### src/rtl/step_motion_scheduler_pkg.sv
// Shared types and constants for the stepper motion scheduler and its rate generator.
package step_pkg;

  typedef enum logic [1:0] {
    IDLE    = 2'd0,
    CONT    = 2'd1,
    QUARTER = 2'd2
  } motion_state_t;

  localparam logic [6:0] QUARTER_STEPS_FULL = 7'd50;
  localparam logic [6:0] QUARTER_STEPS_HALF = 7'd100;

  localparam logic [3:0] COIL_TABLE [8] = '{
    4'b0001, 4'b0011, 4'b0010, 4'b0110,
    4'b0100, 4'b1100, 4'b1000, 4'b1001
  };

  function automatic logic [3:0] coil_pattern(input logic [2:0] idx);
    return COIL_TABLE[idx];
  endfunction

endpackage

### src/rtl/step_motion_scheduler_rate_gen.sv
// Step timebase: one-cycle registered strobe every 'period' cycles while run is high.
// STEP_RAMP_EN adds a soft start (period << ramp_sh, ramp_sh 3..0 stepping down every 4 strobes).
module step_rate_gen #(
  parameter int PERIOD_W = 24
) (
  input  logic                clk,
  input  logic                reset_n,
  input  logic                run,
  input  logic [PERIOD_W-1:0] period,
  output logic                step_pulse
);

`ifdef STEP_RAMP_EN
  localparam int CNT_W = PERIOD_W + 3;
  logic [1:0]       r_ramp_sh;
  logic [1:0]       r_ramp_cnt;
  logic [CNT_W-1:0] w_last;

  assign w_last = ({3'b000, period} << r_ramp_sh) - CNT_W'(1);

  // ramp re-arms whenever the generator is idle, so every entry starts slow
  always_ff @(posedge clk or negedge reset_n) begin
    if (!reset_n) begin
      r_ramp_sh  <= 2'd3;
      r_ramp_cnt <= 2'd0;
    end else if (!run) begin
      r_ramp_sh  <= 2'd3;
      r_ramp_cnt <= 2'd0;
    end else if (r_pulse) begin
      r_ramp_cnt <= r_ramp_cnt + 2'd1;
      if (r_ramp_cnt == 2'd3 && r_ramp_sh != 2'd0)
        r_ramp_sh <= r_ramp_sh - 2'd1;
    end
  end
`else
  localparam int CNT_W = PERIOD_W;
  logic [CNT_W-1:0] w_last;

  assign w_last = period - CNT_W'(1);
`endif

  logic [CNT_W-1:0] r_cnt;
  logic             r_pulse;

  always_ff @(posedge clk or negedge reset_n) begin
    if (!reset_n) begin
      r_cnt   <= '0;
      r_pulse <= 1'b0;
    end else if (!run) begin
      r_cnt   <= '0;
      r_pulse <= 1'b0;
    end else if (r_cnt == w_last) begin
      r_cnt   <= '0;
      r_pulse <= 1'b1;
    end else begin
      r_cnt   <= r_cnt + CNT_W'(1);
      r_pulse <= 1'b0;
    end
  end

  assign step_pulse = r_pulse;

endmodule

### src/rtl/step_motion_scheduler.sv
// Motion scheduler: arbitrates continuous run vs counted quarter turns and drives the coil sequencer.
// Optional soft start lives in step_rate_gen under STEP_RAMP_EN.
module step_motion_scheduler
  import step_pkg::*;
#(
  parameter int                  PERIOD_W = 24,
  parameter logic [PERIOD_W-1:0] PERIOD0  = 24'd500000,
  parameter logic [PERIOD_W-1:0] PERIOD1  = 24'd250000,
  parameter logic [PERIOD_W-1:0] PERIOD2  = 24'd125000,
  parameter logic [PERIOD_W-1:0] PERIOD3  = 24'd62500
) (
  input  logic       clk,
  input  logic       reset_n,
  input  logic       cont_en,
  input  logic       quarter_n,
  input  logic       dir,
  input  logic       step_size,
  input  logic [1:0] speed_sel,
  output logic       step_pulse,
  output logic [3:0] coils,
  output logic       busy,
  output logic [1:0] mode,
  output logic       done
);

  motion_state_t       r_state, w_next;
  logic                r_quarter_prev, w_fall;
  logic [PERIOD_W-1:0] r_period, w_sel_period;
  logic                r_dir, r_full;
  logic [6:0]          r_target, r_steps;
  logic [2:0]          r_phase, w_inc, w_phase_nxt;
  logic [3:0]          r_coils;
  logic                r_busy, r_done;
  logic [1:0]          r_mode;
  logic                w_pulse, w_run, w_q_last, w_dir_eff, w_full_eff;

  assign w_fall   = r_quarter_prev & ~quarter_n;
  assign w_q_last = (r_state == QUARTER) && w_pulse && (r_steps == r_target - 7'd1);
  // drop run on the exit cycle so the counter is already clear when IDLE begins
  assign w_run    = ((r_state == CONT) && cont_en) || ((r_state == QUARTER) && !w_q_last);

  always_comb begin
    w_sel_period = PERIOD0;
    case (speed_sel)
      2'd1:    w_sel_period = PERIOD1;
      2'd2:    w_sel_period = PERIOD2;
      2'd3:    w_sel_period = PERIOD3;
      default: w_sel_period = PERIOD0;
    endcase
  end

  always_comb begin
    w_next = r_state;
    case (r_state)
      IDLE: begin
        if (cont_en)     w_next = CONT;
        else if (w_fall) w_next = QUARTER;
      end
      CONT:    if (!cont_en) w_next = IDLE;
      QUARTER: if (w_q_last) w_next = IDLE;
      default: w_next = IDLE;
    endcase
  end

  always_ff @(posedge clk or negedge reset_n) begin
    if (!reset_n) r_state <= IDLE;
    else          r_state <= w_next;
  end

  // quarter turns use the settings captured at acceptance; continuous run follows live inputs
  assign w_dir_eff   = (r_state == QUARTER) ? r_dir  : dir;
  assign w_full_eff  = (r_state == QUARTER) ? r_full : step_size;
  assign w_inc       = w_full_eff ? 3'd2 : 3'd1;
  assign w_phase_nxt = w_dir_eff ? (r_phase + w_inc) : (r_phase - w_inc);

  always_ff @(posedge clk or negedge reset_n) begin
    if (!reset_n) begin
      r_quarter_prev <= 1'b1;
      r_period       <= '0;
      r_dir          <= 1'b0;
      r_full         <= 1'b0;
      r_target       <= 7'd0;
      r_steps        <= 7'd0;
      r_phase        <= 3'd0;
      r_coils        <= 4'b0001;
      r_busy         <= 1'b0;
      r_mode         <= 2'd0;
      r_done         <= 1'b0;
    end else begin
      r_quarter_prev <= quarter_n;
      r_busy         <= (w_next != IDLE);
      r_mode         <= w_next;
      r_done         <= w_q_last;
      if (r_state == IDLE && w_next != IDLE) begin
        r_period <= w_sel_period;
        r_dir    <= dir;
        r_full   <= step_size;
        r_target <= step_size ? QUARTER_STEPS_FULL : QUARTER_STEPS_HALF;
        r_steps  <= 7'd0;
      end else if (r_state == CONT && w_pulse) begin
        r_period <= w_sel_period;
      end
      if (r_state == QUARTER && w_pulse)
        r_steps <= r_steps + 7'd1;
      if (w_pulse) begin
        r_phase <= w_phase_nxt;
        r_coils <= coil_pattern(w_phase_nxt);
      end
    end
  end

  step_rate_gen #(
    .PERIOD_W (PERIOD_W)
  ) u_rate_gen (
    .clk        (clk),
    .reset_n    (reset_n),
    .run        (w_run),
    .period     (r_period),
    .step_pulse (w_pulse)
  );

  assign step_pulse = w_pulse;
  assign coils      = r_coils;
  assign busy       = r_busy;
  assign mode       = r_mode;
  assign done       = r_done;

endmodule
### config.mk
export PLATFORM = sky130hd
export DESIGN_NAME = step_motion_scheduler
export DESIGN_NICKNAME = d
export VERILOG_FILES = /design/src/rtl/step_motion_scheduler_pkg.sv /design/src/rtl/step_motion_scheduler_rate_gen.sv /design/src/rtl/step_motion_scheduler.sv
export SDC_FILE = /design/constraint.sdc
export NUM_CORES = 1
export LEC_CHECK = 0
export CAP_MARGIN = 20
export CORE_ASPECT_RATIO = 0.6
export CORE_MARGIN = 2
export CORE_UTILIZATION = 60
export CTS_CLUSTER_DIAMETER = 40
export CTS_CLUSTER_SIZE = 24
export DETAILED_ROUTE_END_ITERATION = 16
export GPL_ROUTABILITY_DRIVEN = 0
export PLACE_DENSITY = 0.81
export SYNTH_ARGS = -nofsm -noshare
export SYNTH_HDL_FRONTEND = slang
export SYNTH_HIERARCHICAL = 1
export SYNTH_SLANG_ARGS = --single-unit
### constraint.sdc
create_clock -name clk -period 3.2 [get_ports clk]
set_input_delay 0.96 -clock clk [delete_from_list [all_inputs] [get_ports clk]]
set_output_delay 0.96 -clock clk [all_outputs]
set_load 0.005 [all_outputs]
# --- Yosys cells after proc, flatten, opt, wreduce, memory -nomap -nowiden ---
# Memory sizes are Yosys's and may differ from the RTL's. A register that Yosys moved wholly into a read port is not among the register bits.
# Index checks and enable logic that the tools add are counted.
# W data, S select, Z words.
word_totals:
  elab_cells: 61
  romBits: 32
  reg_bits: 73
  mem_count: 1
  inputBits: 8
  out_inout_bits: 9
mem_list:
  columns: ["memory", "depth", "word_bits", "rd", "rd_ports_with_merged_regs", "write_ports", "line_no", "text"]
  rows:
  - ["(no name shown)", 8, 4, 1, 1, 0, "step_motion_scheduler_pkg.sv:19", "return COIL_TABLE[idx];"]
op_classes:
  addsub: 6
  bitwise_logic: 3
  n_eq_ne: 7
  mux: 19
  n_reduce_logical: 13
op_table:
  columns: ["cell", "n"]
  rows:
  - ["$mux W24", 4]
  - ["$pmux W19 S3", 1]
  - ["$add A24 B1 Y24 const B", 1]
  - ["$eq A24 B24 Y1", 1]
  - ["$sub A24 B1 Y24 const B", 1]
  - ["$mux W7", 3]
  - ["$mux W2", 5]
  - ["$add A7 B1 Y7 const B", 1]
  - ["$eq A7 B7 Y1", 1]
  - ["$sub A7 B1 Y7 const B", 1]
  - ["$eq A2 B2 Y1 const B", 3]
  - ["$logic_and A1 B1 Y1", 6]
  - ["$pmux W2 S3", 1]
  - ["$reduce_bool A2 Y1", 3]
  - ["$eq A2 B1 Y1 const B", 2]
  - ["$mux W1", 4]
  - ["$not A3 Y4", 1]
  - ["$add A3 B2 Y3", 1]
  - ["$mux W3", 1]
  - ["$sub A3 B2 Y3", 1]
  - ["$logic_not A1 Y1", 2]
  - ["$logic_not A2 Y1", 1]
  - ["$and A1 B1 Y1", 1]
  - ["$logic_or A1 B1 Y1", 1]
  - ["$not A1 Y1", 1]

# --- Longest topological paths before layout ---
# Gate-level depths: netlist (run 1).
depth:
  depth_word: 9
  ltp_mapped: 11
  depth_no_buf: 9

# --- Modules after synthesis ---
# Netlist (run 1), hierarchy kept.
by_module_without_submodules:
  columns: ["module", "area_each_um2", "seq_area_each_um2", "instances", "cells_each"]
  rows:
  - ["step_rate_gen", 2179.6, 625.6, 1, 248]
  - ["step_motion_scheduler", 1759.2, 853.3, 1, 163]

# --- Worst setup path after synthesis (run 1) ---
# Ideal clock, no wire load.
synth_timing:
  path_kind: "reg-to-reg"
  start: "reg r_period[11]"
  end: "reg u_rate_gen.r_cnt[16]"
  n_path_buf: 1
  arrival_time_ps: 2621
  synth_period_minus_slack_ps: 2740
  stages_incl_launch_ff: 9
  setup_ps: 119
  required_ps: 3081
  slack_ps: 460
  path_cell_list: "dfrtp_1 nor4_4 nand4_1 or3b_1 a31oi_2 o22ai_2 o41ai_4 buf_6 nor2_2"
synth_via:
  elab_chain_cells: 4
synth_lines:
  columns: ["element", "line_no", "text"]
  rows:
  - ["start, declared", "step_motion_scheduler.sv:28", "logic [PERIOD_W-1:0] r_period, w_sel_period;"]
  - ["start signal, assigned", "step_motion_scheduler.sv:95", "r_period <= w_sel_period;"]
  - ["start signal, assigned", "step_motion_scheduler.sv:101", "r_period <= w_sel_period;"]
  - ["$sub A24 B1 Y24", "step_motion_scheduler_rate_gen.sv:39", "assign w_last = period - CNT_W'(1);"]
  - ["$eq A24 B24 Y1", "step_motion_scheduler_rate_gen.sv:52", "end else if (r_cnt == w_last) begin"]
  - ["$mux W24", "step_motion_scheduler_rate_gen.sv:52", null]
  - ["$mux W24", "step_motion_scheduler_rate_gen.sv:49", "end else if (!run) begin"]
  - ["end signal, assigned", "step_motion_scheduler_rate_gen.sv:56", "r_cnt <= r_cnt + CNT_W'(1);"]
  - ["end, declared", "step_motion_scheduler_rate_gen.sv:42", "logic [CNT_W-1:0] r_cnt;"]
# Every way passes these cells.
# A chain may end at the register's enable or synchronous reset.

# --- Final worst setup path (run 1) ---
layout_timing:
  start: "reg r_period[10]"
  end: "reg u_rate_gen.r_cnt[23]"
# Same word-level chain as after synthesis.

==> run metrics, run 1 <==
total gr overflow 0; Hold WC Path Type register to register; Hold Path Depth 1; Worst VDD drop 287 uV; Syn Area/Cell 9.58 um^2; sequential power share 40.9%; most frequent cells in the layout 57 x dfrtp_1, 33 x nand2_1, 31 x nor2_1, 31 x conb_1; Clock Path Buffers 2; R2R Path Start r_period[10]; maximum clock rate 327 MHz; post-synthesis to final-layout area growth 16.1%; synth unique cells 72; kind of end point of the critical path register; initial antenna violation count 0; Synth Register Bits 59; Sw Ratio 29.9%; Layout Skew 0.00561 ns; Layout Nets 491; final setup violation count 0; Tmin final 3.06 ns; CTS root buffer clkbuf_8; Die ar. 7250 um^2; Logic pwr share 22.4%; hold endpoint coils[1]; Worst-path clk slew 0.07 ns; r2r setup slk 0.14 ns; WP data required 3.41 ns; Die Y 66.8 um; Pre-antenna DRT Iters 5; initial core utilization 63.3%; Primary FF master, synth dfrtp_1; CTS Buf Count 9; vias post-DR 3,218; worst r2r dst u_rate_gen/r_cnt[23]; FP Rows 22; Tot Pwr 2.11 mW; total inserted antenna cells 0; Netlist Area Pre-Place 3940 um^2; Maximum Capacitance Violations 0; largest area contributor in the netlist dfrtp_1; simple-gate share of the synthesized area 26.2%; main combinational cell family by area after synthesis simple AND/OR/NAND/NOR gates; WS Path Type register to register; total wire length 8.84 mm; share of the synthesized area in the top cell type 36.2%; post-synthesis mux area share 4.42%; total clock sinks 59; Ports 17; clock share of power 36.6%; Die X 109 um; Port Buffer Count 16; Vias/cell 5.77; YS warnings 6; crit path launch type register; number of global-route vias before repair 3,114; register area share after synthesis 37.5%; Initial DRC Count 248; CP arrival 3.28 ns; Net Sw Power 0.631 mW; top cells by area, synth dfrtp_1 36%, xnor2_1 5.6%, xor2_1 5.6%; layout cells sized above 1 16.5%; number of synthesized flops with an enable pin 0; Post-synth ARST share 100%; hpwl dp 6.49 mm; core region area 6220 um^2; worst-skew pair later-pin latency 0.33 ns; most common cell after layout, fill and taps aside dfrtp_1; largest net degree at the start of global routing 34; postcts setup bufs 0; crit path max fanout 24; Pleak 1.91 nW; Least-Margin Pin Slew 0.908 ns; Cell Pwr Density 462 nW/um^2; DRC Markers 0; RSZ-0062 raised after global routing no; Slew Limit Fails 0; # H-tree levels 3; Routed Antenna Nets 0; min-delay src coils[1]; crit share post-route 95.7%; adder-cell area share of the yosys netlist 4.64%; Cells after Synth 411; status finished, final reports clean; Tot GR Track Use 27.6%; global-route wire length before repair 15.0 mm; Post-Synth XOR/XNOR Area 11.8%; setup TNS 0 ns; compound-gate portion of the synthesized area 11.8%; CTS tree built; final hold vios 0; relative slew slack 39.0%; internal power 1.48 mW; R2R depth 8; Routed wire per std cell 15.8 um
layer usage:
layer / global-route usage, % / share of wire, %
met3: 6.85 / 8.5
met2: 39.4 / 42
met4: 7.37 / 0.76
met5: 0 / 0
met1: 41.3 / 49
how the worst max path moves through the flow:
stage | from | to | cells past startpoint
CTS | r_period[7] | u_rate_gen/r_cnt[23] | 8
global route | r_period[10] | u_rate_gen/r_cnt[23] | 8
global placement | step_size | coils[2] | 9
finish | r_period[10] | u_rate_gen/r_cnt[23] | 8
detailed placement | dir | coils[2] | 8
floorplan | r_period[11] | u_rate_gen/r_cnt[16] | 8
logic make-up after synthesis:
group           after synthesis
simple gates                182
compound gates               62
flops                        59
xor+xnor                     51
buf+inv                      27
mux                          15
fa+ha+maj                    14
other cells                   1
worst max-delay path: stages, from the launching register on:
cell and delay, ns:
dfrtp_1 0.38, nor3_1 0.73, and2_1 0.28, nand2_1 0.07, a2111oi_0 0.60, nand4b_1 0.25
o41ai_4 0.31, buf_12 0.24, nor2_1 0.07
through the flow:
stage	setup slack, ns	std cells	util, %	hold WS, ns	instance area [um^2]
after global placement	0.0707	542	69.7	0.487	4340
after floorplan	0.460	441	-	0.475	4050
after global routing	0.0324	558	73.5	0.540	4570
after detailed placement	0.00962	542	69.7	0.488	4340
final	0.139	558	73.5	0.508	4570
after CTS	0.150	558	73.4	0.512	4570
cells in the mapped netlist (all sizes together) (9+ instances only):
master,count
xor2,25
nand3,19
nor2,51
ha,13
o21ai,23
buf,9
inv,15
xnor2,26
nor3,11
nor2b,11
mux2,9
dfrtp,57
nand2,33
power groups by stage:
stage	Combinational [mW]	Clock, mW	Sequential [mW]
6_report	0.474	0.773	0.865
5_1_grt	0.523	0.837	0.869
4_1_cts	0.467	0.793	0.862
3_5_place_dp	0.462	0	0.874
3_3_place_gp	0.445	0	0.872
2_1_floorplan	0.326	0	0.868
what timing repair did:
action	4_1_cts	5_1_grt
resized for setup	0	1
hold buffers	0	0
setup endpoints to repair	0	13
sequential cells by signal, summed over array words and instances (netlist names):
| name | cells |
|---|---|
| busy | 1 |
| u_rate_gen/r_cnt | 24 |
| u_rate_gen/step_pulse | 1 |
| r_period | 11 |
| r_dir | 1 |
| mode | 2 |
| r_steps | 7 |
| coils | 4 |
| r_target | 3 |
| r_quarter_prev | 1 |
| done | 1 |
| r_phase | 3 |
layout make-up:
class / count / area [um^2]
repair buffers: 29 / 265
inverters: 15 / 56.3
fillers: 492 / 1650
flip-flops and latches: 59 / 1480
well taps: 84 / 105
multi-input cells: 355 / 2440
clock inverters: 4 / 72.6
clock buffers: 12 / 155
No activity file was read; power rests on OpenSTA's default activity.
==> run 2, diff against run 1 <==
Settings changed: GPL_TIMING_DRIVEN from default to 0.
==> run 2 against run 1 <==
Critical path depth up 1. Clock power is essentially flat. Critical path type unchanged. Highest routed layer unchanged. Maximum frequency up 1.2%.
==> run metrics, run 2 (synthesized netlist as in run 1, its figures left out) <==
status finished, final reports clean; final hold vios 0 (unchanged); Least-Margin Pin Slew 0.782 ns (-0.126 ns); CTS Buf Count 9 (unchanged); DP Area 4330 um^2 (-0.14%); worst-skew pair later-pin latency 0.34 ns (about the same); Layout Nets 495 (+0.81%); sequential power share 41.9% (+1.0 points); CTS root buffer clkbuf_8; maximum clock rate 331 MHz (+1.2%); Port Buffer Count 16 (unchanged); Pre-antenna DRT Iters 6 (+1); FF+latch area 1480 um^2 (unchanged); internal power 1.46 mW (-1.2%); total clock sinks 59 (unchanged); final setup violation count 0 (unchanged); Top reg by flops u_rate_gen/r_cnt; post-cts hold buffer count 0 (unchanged); Cell Pwr Density 458 nW/um^2 (-0.75%); core region area 6220 um^2 (unchanged); hpwl dp 6.43 mm (-0.93%); initial core utilization 63.3% (unchanged); Net Sw Power 0.660 mW (+4.5%); total wire length 8.63 mm (-2.4%); Pleak 1.92 nW (+0.82%); Hold WC Path Type register to register; kind of end point of the critical path register; WS Path Type register to register; Logic pwr share 21.7% (-0.7 points); FP Rows 22 (unchanged); Sw Ratio 31.1% (+1.2 points); Die Y 66.8 um (unchanged); post-synthesis to final-layout area growth 17.6%; Slew Limit Fails 0 (unchanged); number of global-route vias before repair 2,917 (-6.3%); crit path launch type register; CTS tree built; Top Registers u_rate_gen/r_cnt (24), r_period (11), r_steps (7); relative slew slack 47.3% (+8.3 points); Maximum Capacitance Violations 0 (unchanged); crit share post-route 94.5% (-1.1 points); global-route wire length before repair 14.4 mm (-4.0%); DRC Markers 0 (unchanged); final std cells w/o fill 562 (+0.72%); area taken by multi-input logic gates 2470 um^2 (+1.5%); Tot GR Track Use 26.4% (-1.1 points); WP data required 3.42 ns (about the same); fin area 4630 um^2 (+1.3%); Routed Antenna Nets 0 (unchanged); # H-tree levels 3 (unchanged); Ports 17 (unchanged); CP arrival 3.25 ns (-0.03 ns); Die ar. 7250 um^2 (unchanged); Tmin final 3.03 ns (-0.0364 ns); layout cells sized above 1 17.6% (+1.1 points); clock share of power 36.4% (-0.2 points); Hold Slack 0.504 ns (-0.00365 ns); Clock Path Buffers 2 (unchanged); Routed wire per std cell 15.4 um (-3.0%); Layout Skew 0.0112 ns (+0.00555 ns); Initial DRC Count 252 (+1.6%); largest net degree at the start of global routing 31 (-8.8%); Die X 109 um (unchanged); Vias/cell 5.70 (-1.2%); initial antenna violation count 0 (unchanged); crit path max fanout 13 (-46%); dpl cells 542 (unchanged); Worst-path clk slew 0.07 ns (about the same); total inserted antenna cells 0 (unchanged); total gr overflow 0 (unchanged); vias post-DR 3,201 (-0.53%); most frequent cells in the layout 57 x dfrtp_1, 33 x nand2_1, 31 x nor2_1, 31 x conb_1; max FFs per register 24 (unchanged); Worst VDD drop 266 uV (-7.1%); most common cell after layout, fill and taps aside dfrtp_1; Fillers 456 (-7.3%)
==> run 2: metrics by stage <==
step / util [%] / total power, mW / TNS (ns) / setup slack (ns)
3_5_place_dp: 69.6 / 1.32 / -9.18 / -0.412
2_1_floorplan: - / 1.19 / 0 / 0.460
3_3_place_gp: 69.4 / 1.30 / -46.24 / -0.722
4_1_cts: 73.8 / 2.11 / 0 / 0.0141
6_report: 74.4 / 2.12 / 0 / 0.175
5_1_grt: 74.4 / 2.23 / -0.0169 / -0.0109
==> run 2: power by group through the flow <==
stage | Clock, mW | Sequential, mW | Combinational (mW)
floorplan | 0 | 0.868 | 0.326
global placement | 0 | 0.891 | 0.406
global route | 0.828 | 0.898 | 0.507
CTS | 0.787 | 0.885 | 0.435
finish | 0.774 | 0.889 | 0.460
detailed placement | 0 | 0.896 | 0.426
==> run 2: worst paths after layout <==
| kind | startpoint | endpoint | slack, ns | depth (start not counted) |
|---|---|---|---|---|
| setup / recovery | r_period[10] | u_rate_gen/r_cnt[12] | 0.17 | 9 |
| hold / removal | coils[3] | coils[3] | 0.50 | 1 |
| setup reg to reg | r_period[10] | u_rate_gen/r_cnt[12] | 0.17 | 9 |
| hold reg to reg | coils[3] | coils[3] | 0.50 | 1 |
| max in group asynchronous | reset_n | r_quarter_prev | 1.87 | 2 |
| min in group asynchronous | reset_n | u_rate_gen/r_cnt[16] | 0.66 | 1 |
==> run 2: metal layers <==
layer | GRT usage [%] | up-vias | part of all wire (%)
li1 | - | 1554 | -
met1 | 41.2 | 1554 | 51
met2 | 36.3 | 87 | 41
met3 | 6.36 | 6 | 6.8
met4 | 6.25 | 0 | 0.52
met5 | 0 | - | 0
==> run 2: final cells by class <==
type | instances | area share (%)
inverter | 15 | 1.22
clock inverter | 6 | 1.92
timing repair buffer | 21 | 4.43
multi-input combinational | 355 | 53.4
tap | 84 | 2.27
sequential | 59 | 31.9
clock buffer | 10 | 2.97
buffer | 12 | 1.81
==> run 2: what timing repair did <==
action / in CTS / in global routing
resized for setup: 4 / 4
setup buffers: 2 / 2
pin swaps: 1 / 1
cloned: 0 / 0
setup endpoints to repair: 24 / 24
==> run 2: worst max-delay path: stages (launching register included) <==
cell,delay (ns)
dfrtp_1,0.58
nor3_2,0.53
and2_1,0.26
nand2_1,0.09
a2111oi_2,0.45
nand4b_1,0.21
o41ai_4,0.34
buf_4,0.21
buf_6,0.18
nor2_2,0.05
==> run 3, diff against run 2 <==
Clock period 3.2 ns to 3.9 ns, I/O delays scaled along.
==> run 3 against run 2 <==
Register-to-register slack improved by 0.20 ns. Combinational power decreased by 23%. Cell count decreased by 0.71%. Sequential power decreased by 18%. Largest cell class unchanged.
==> run metrics, run 3 (synthesized netlist as in run 1, its figures left out) <==
relative slew slack 41.2% (-6.1 points); total inserted antenna cells 0 (unchanged); Die Y 66.8 um (unchanged); CTS Buf Count 9 (unchanged); CP arrival 3.75 ns (+0.50 ns); Pleak 1.89 nW (-1.6%); r2r setup slk 0.37 ns (+0.20 ns); Cell Pwr Density 376 nW/um^2 (-18%); crit path max fanout 10 (-3); most common cell after layout, fill and taps aside dfrtp_1; final setup violation count 0 (unchanged); largest net degree at the start of global routing 31 (unchanged); Clock Path Buffers 2 (unchanged); initial antenna violation count 0 (unchanged); Tmin final 3.53 ns (+0.503 ns); Fillers 464 (+1.8%); total clock sinks 59 (unchanged); Routed Antenna Nets 0 (unchanged); DP Area 4330 um^2 (unchanged); crit path launch type register; worst-skew pair later-pin latency 0.34 ns (about the same); global-route wire length before repair 14.4 mm (-0.53%); Ports 17 (unchanged); post-cts hold buffer count 0 (unchanged); total gr overflow 0 (unchanged); fin area 4560 um^2 (-1.5%); initial core utilization 63.3% (unchanged); hold endpoint coils[3]; WS Path Type register to register; Pre-antenna DRT Iters 5 (-1); Core Util, Final 73.4% (-1.1 points); layout cells sized above 1 16.0% (-1.5 points); setup TNS 0 ns (unchanged); CTS tree built; # H-tree levels 3 (unchanged); status finished, final reports clean; kind of end point of the critical path register; Layout Skew 0.0112 ns (+0.0000710 ns); Least-Margin Pin Slew 0.876 ns (+0.0937 ns); Hold WC Path Type register to register; PnR worst setup slack 0.372 ns (+0.197 ns); Initial DRC Count 244 (-3.2%); Slew Limit Fails 0 (unchanged); most frequent cells in the layout 57 x dfrtp_1, 33 x nand2_1, 31 x nor2_1, 31 x conb_1; total wire length 8.53 mm (-1.2%); Top reg by flops u_rate_gen/r_cnt; Tot GR Track Use 26.3% (-0.13 points); R2R depth 9 (unchanged); Die X 109 um (unchanged); Die ar. 7250 um^2 (unchanged); WP data required 4.12 ns (+0.70 ns); Setup WS pre-CTS 0.288 ns (+0.700 ns); Hold Path Depth 1 (unchanged); maximum clock rate 283 MHz (-14%); final hold vios 0 (unchanged); hpwl dp 6.43 mm (unchanged); DRC Markers 0 (unchanged); Worst VDD drop 213 uV (-20%); Top Registers u_rate_gen/r_cnt (24), r_period (11), r_steps (7); Vias/cell 5.67 (-0.45%); Routed wire per std cell 15.3 um (-0.48%); Worst-path clk slew 0.07 ns (about the same); CTS root buffer clkbuf_8; worst r2r dst u_rate_gen/r_cnt[12]; max FFs per register 24 (unchanged); R2R Path Start r_period[8]; core region area 6220 um^2 (unchanged); vias post-DR 3,164 (-1.2%); post-synthesis to final-layout area growth 15.9%; min-delay src coils[3]; Maximum Capacitance Violations 0 (unchanged); crit share post-route 90.5% (-4.1 points); Layout Nets 491 (-0.81%); number of global-route vias before repair 2,899 (-0.62%); FP Rows 22 (unchanged); RSZ-0062 raised after global routing no; Port Buffer Count 16 (unchanged)
## run 3: layout make-up
| cell class | count | area, um^2 | share of cell area [%] |
|---|---|---|---|
| timing repair buffer | 17 | 175 | 3.84 |
| tap | 84 | 105 | 2.30 |
| buffer | 12 | 83.8 | 1.84 |
| clock inverter | 6 | 88.8 | 1.95 |
| clock buffer | 10 | 138 | 3.02 |
| multi-input combinational | 355 | 2440 | 53.4 |
| inverter | 15 | 56.3 | 1.23 |
| sequential | 59 | 1480 | 32.4 |
## run 3: worst max-delay path: stages (launching register included)
cell	delay (ns)
dfrtp_1	0.46
clkbuf_1	0.26
nor3_2	0.37
nor4b_1	0.47
o221ai_1	0.17
a2111oi_0	0.57
nand4b_1	0.24
o41ai_4	0.55
buf_6	0.26
nor2_2	0.06
## run 3: metrics by stage
| stage | total power, mW | hold slack [ns] | std cells |
|---|---|---|---|
| after floorplan | 0.980 | 0.475 | 441 |
| after global placement | 1.07 | 0.481 | 541 |
| after detailed placement | 1.08 | 0.475 | 542 |
| after CTS | 1.72 | 0.508 | 558 |
| after global routing | 1.80 | 0.520 | 558 |
| final | 1.72 | 0.505 | 558 |
## run 3: repair_timing
action / 4_1_cts / 5_1_grt
gates resized for setup: 0 / 1
setup endpoints to repair: 0 / 13
setup buffers: 0 / 0
## run 3: worst max path at each step
stage                            start              endpoint  slack, ns
after floorplan                    dir              coils[2]       0.98
final                      r_period[8]  u_rate_gen/r_cnt[12]       0.37
after global placement         reset_n                  done      -0.23
after detailed placement   r_period[8]  u_rate_gen/r_cnt[20]       0.29
after global routing      r_period[10]  u_rate_gen/r_cnt[12]       0.17
after CTS                  r_period[8]  u_rate_gen/r_cnt[12]       0.26
## run 3: power breakdown
group | internal (mW) | switching [mW]
clock | 0.377 | 0.258
sequential | 0.648 | 0.0787
combinational | 0.161 | 0.195
total | 1.19 | 0.531
## run 3: routing by layer
metal | vias up | GRT usage [%] | part of all wire, %
met5 | - | 0 | 0
met4 | 0 | 6.25 | 0.46
met3 | 4 | 6.36 | 5.9
met2 | 76 | 36.2 | 41
met1 | 1544 | 40.9 | 52
li1 | 1540 | - | -
==> RTL change: new RTL, flow settings as in run 2 <==
`PERIOD_W` is set to 24 in 2 places; all go to 48.
--- a/src/rtl/step_motion_scheduler_rate_gen.sv
+++ b/src/rtl/step_motion_scheduler_rate_gen.sv
@@ -2,5 +2,5 @@
 // STEP_RAMP_EN adds a soft start (period << ramp_sh, ramp_sh 3..0 stepping down every 4 strobes).
 module step_rate_gen #(
-  parameter int PERIOD_W = 24
+  parameter int PERIOD_W = 48
 ) (
   input  logic                clk,
--- a/src/rtl/step_motion_scheduler.sv
+++ b/src/rtl/step_motion_scheduler.sv
@@ -4,5 +4,5 @@
   import step_pkg::*;
 #(
-  parameter int                  PERIOD_W = 24,
+  parameter int                  PERIOD_W = 48,
   parameter logic [PERIOD_W-1:0] PERIOD0  = 24'd500000,
   parameter logic [PERIOD_W-1:0] PERIOD1  = 24'd250000,
Behaviour: same outputs for any inputs over 10 cycles, from zero or initial values and one cycle with reset_n low; that may be too few to reach the edited logic, so the function may still have changed.
==> RTL change against run 2 <==
  * The flow now finishes with violations (negative setup slack)
  * Critical path depth up 3
  * Sequential cell count grew 24
  * Die area is 51% higher
  * Combinational power increased by 43%
  * Wire length grew 110%
  * Synthesized area is 54% higher
  * Count of clock-buffer cells in the layout is the same
  * Final area is 67% higher
  * Fmax is 11% lower
  * Total power increased by 37%
  * Worst setup slack worse by 0.38 ns
  * Critical path type unchanged
  * Highest routed layer unchanged
==> RTL change: results (changes against run 2) <==
drtIter0Drc: 836  # was 252
setup-tns-final_ns: -9.03  # was 0 ns
slew_headroom_pct: 47.7  # was 47.3%
post_synth_xor_area_fraction_pct: 16.9  # was 11.8%
violations: "negative setup slack"
gr-usage-met2_pct: 51.8  # was 36.3%
first_global_vias: 5567  # was 2,917
yosys-top-cells-count: "94 x nor2_1, 81 x dfrtp_1, 81 x nand2_1"  # was 57 x dfrtp_1, 33 x nand2_1, 31 x nor2_1
outcome: "finished, violations left"  # was finished, final reports clean
timing.final.ws_setup_ns: -0.204  # was 0.175 ns
fin_hold_ws_ns: 0.495  # was 0.504 ns
drive_gt1_share_pct: 13.3  # was 17.6%
crit-reg2reg-launch: "r_period[7]"  # was r_period[10]
rr_endpoint: "u_rate_gen/r_cnt[13]"  # was u_rate_gen/r_cnt[12]
crit_slowest_cell: "or4_4"  # was dfrtp_1
p_leak_nw: 3.52  # was 1.92 nW
seqPwrFrac_pct: 40.6  # was 41.9%
cp.arrival_ns: 3.64  # was 3.25 ns
reg_top3: "u_rate_gen/r_cnt: 48 flops, r_period: 11 flops, r_steps: 7 flops"  # was u_rate_gen/r_cnt: 24 flops, r_period: 11 flops, r_steps: 7 flops
synth_compound_area_share_pct: 8.71  # was 11.8%
grt_start_max_net_pins: 51  # was 31
layoutNonFillerInstCount: 1034  # was 562
firstDrtPassIters: 5  # was 6
clkPwrFrac_pct: 36.9  # was 36.4%
synth.area.top_cells: "dfrtp_1 33%, xnor2_1 9.8%, xor2_1 6.6%, nor2_1 5.8%, nand2_1 5.0%"  # was dfrtp_1 36%, xnor2_1 5.6%, xor2_1 5.6%, ha_1 4.1%, nor2_2 3.2%
numCtsBuffers: 9  # unchanged
whs_path_depth: 2  # was 1
yosysSeqAreaShare_pct: 34.2  # was 37.5%
grt_usage_pct: 32.1  # was 26.4%
muxShareOfSynthArea_pct: 2.84  # was 4.42%
hold_start: "coils[0]"  # was coils[3]
grt_pass1_wl_um: 27500  # was 14,400 um
worstHoldEndpoint: "coils[0]"  # was coils[3]
met3_usage_pct: 7.84  # was 6.36%
dp_hpwl_um: 11700  # was 6430 um
grt_busiest_layer: "met2"  # was met1
p_switching_mw: 0.939  # was 0.660 mW
synth.distinct_cells: 71  # was 72
clock-root-buffer: "clkbuf_16"  # was clkbuf_8
routed_wl_um: 18200  # was 8630 um
dpl_cell_area_mm2: 0.00693  # was 0.00433 mm2
dp_slack_ns: -0.738  # was -0.412 ns
path_max_fanout: 8  # was 13
peakVddDrop_uv: 277  # was 266 uV
setup_violations: 49  # was 0
r2r_cells: 12  # was 9
synth_area_per_cell_um2: 8.51  # was 9.58 um2
## RTL change: cell count changes in the layout (fill, tap and decap cells not counted), moves of 12 or more
cell	run 2	this run
nand2_1	33	81
dfrtp_1	57	77
nand4_1	4	18
clkbuf_16	0	12
conb_1	31	131
nor2_1	31	76
buf_4	5	19
nand3_1	19	31
nor3_1	9	30
xnor2_1	25	68
xor2_1	25	46
## RTL change: layer usage
metal	wire, um	part of all wire [%]
met1	7620	42
met2	8090	44
met3	1770	9.7
met4	735	4.0
met5	0	0
## RTL change: area by class of cell
type / instances / area [um2]
sequential: 83 / 2090
inverter: 21 / 78.8
multi-input combinational: 717 / 4530
tap: 135 / 169
buffer: 22 / 160
fill: 655 / 2110
timing repair buffer: 40 / 415
clock buffer: 10 / 229
clock inverter: 6 / 72.6
## RTL change: what timing repair did
action                     CTS  global route
pin swaps                   10            19
hold buffers                 0             0
gates resized for setup     27            47
cloned                       0             4
setup endpoints to repair   49            49
setup buffers               17             2
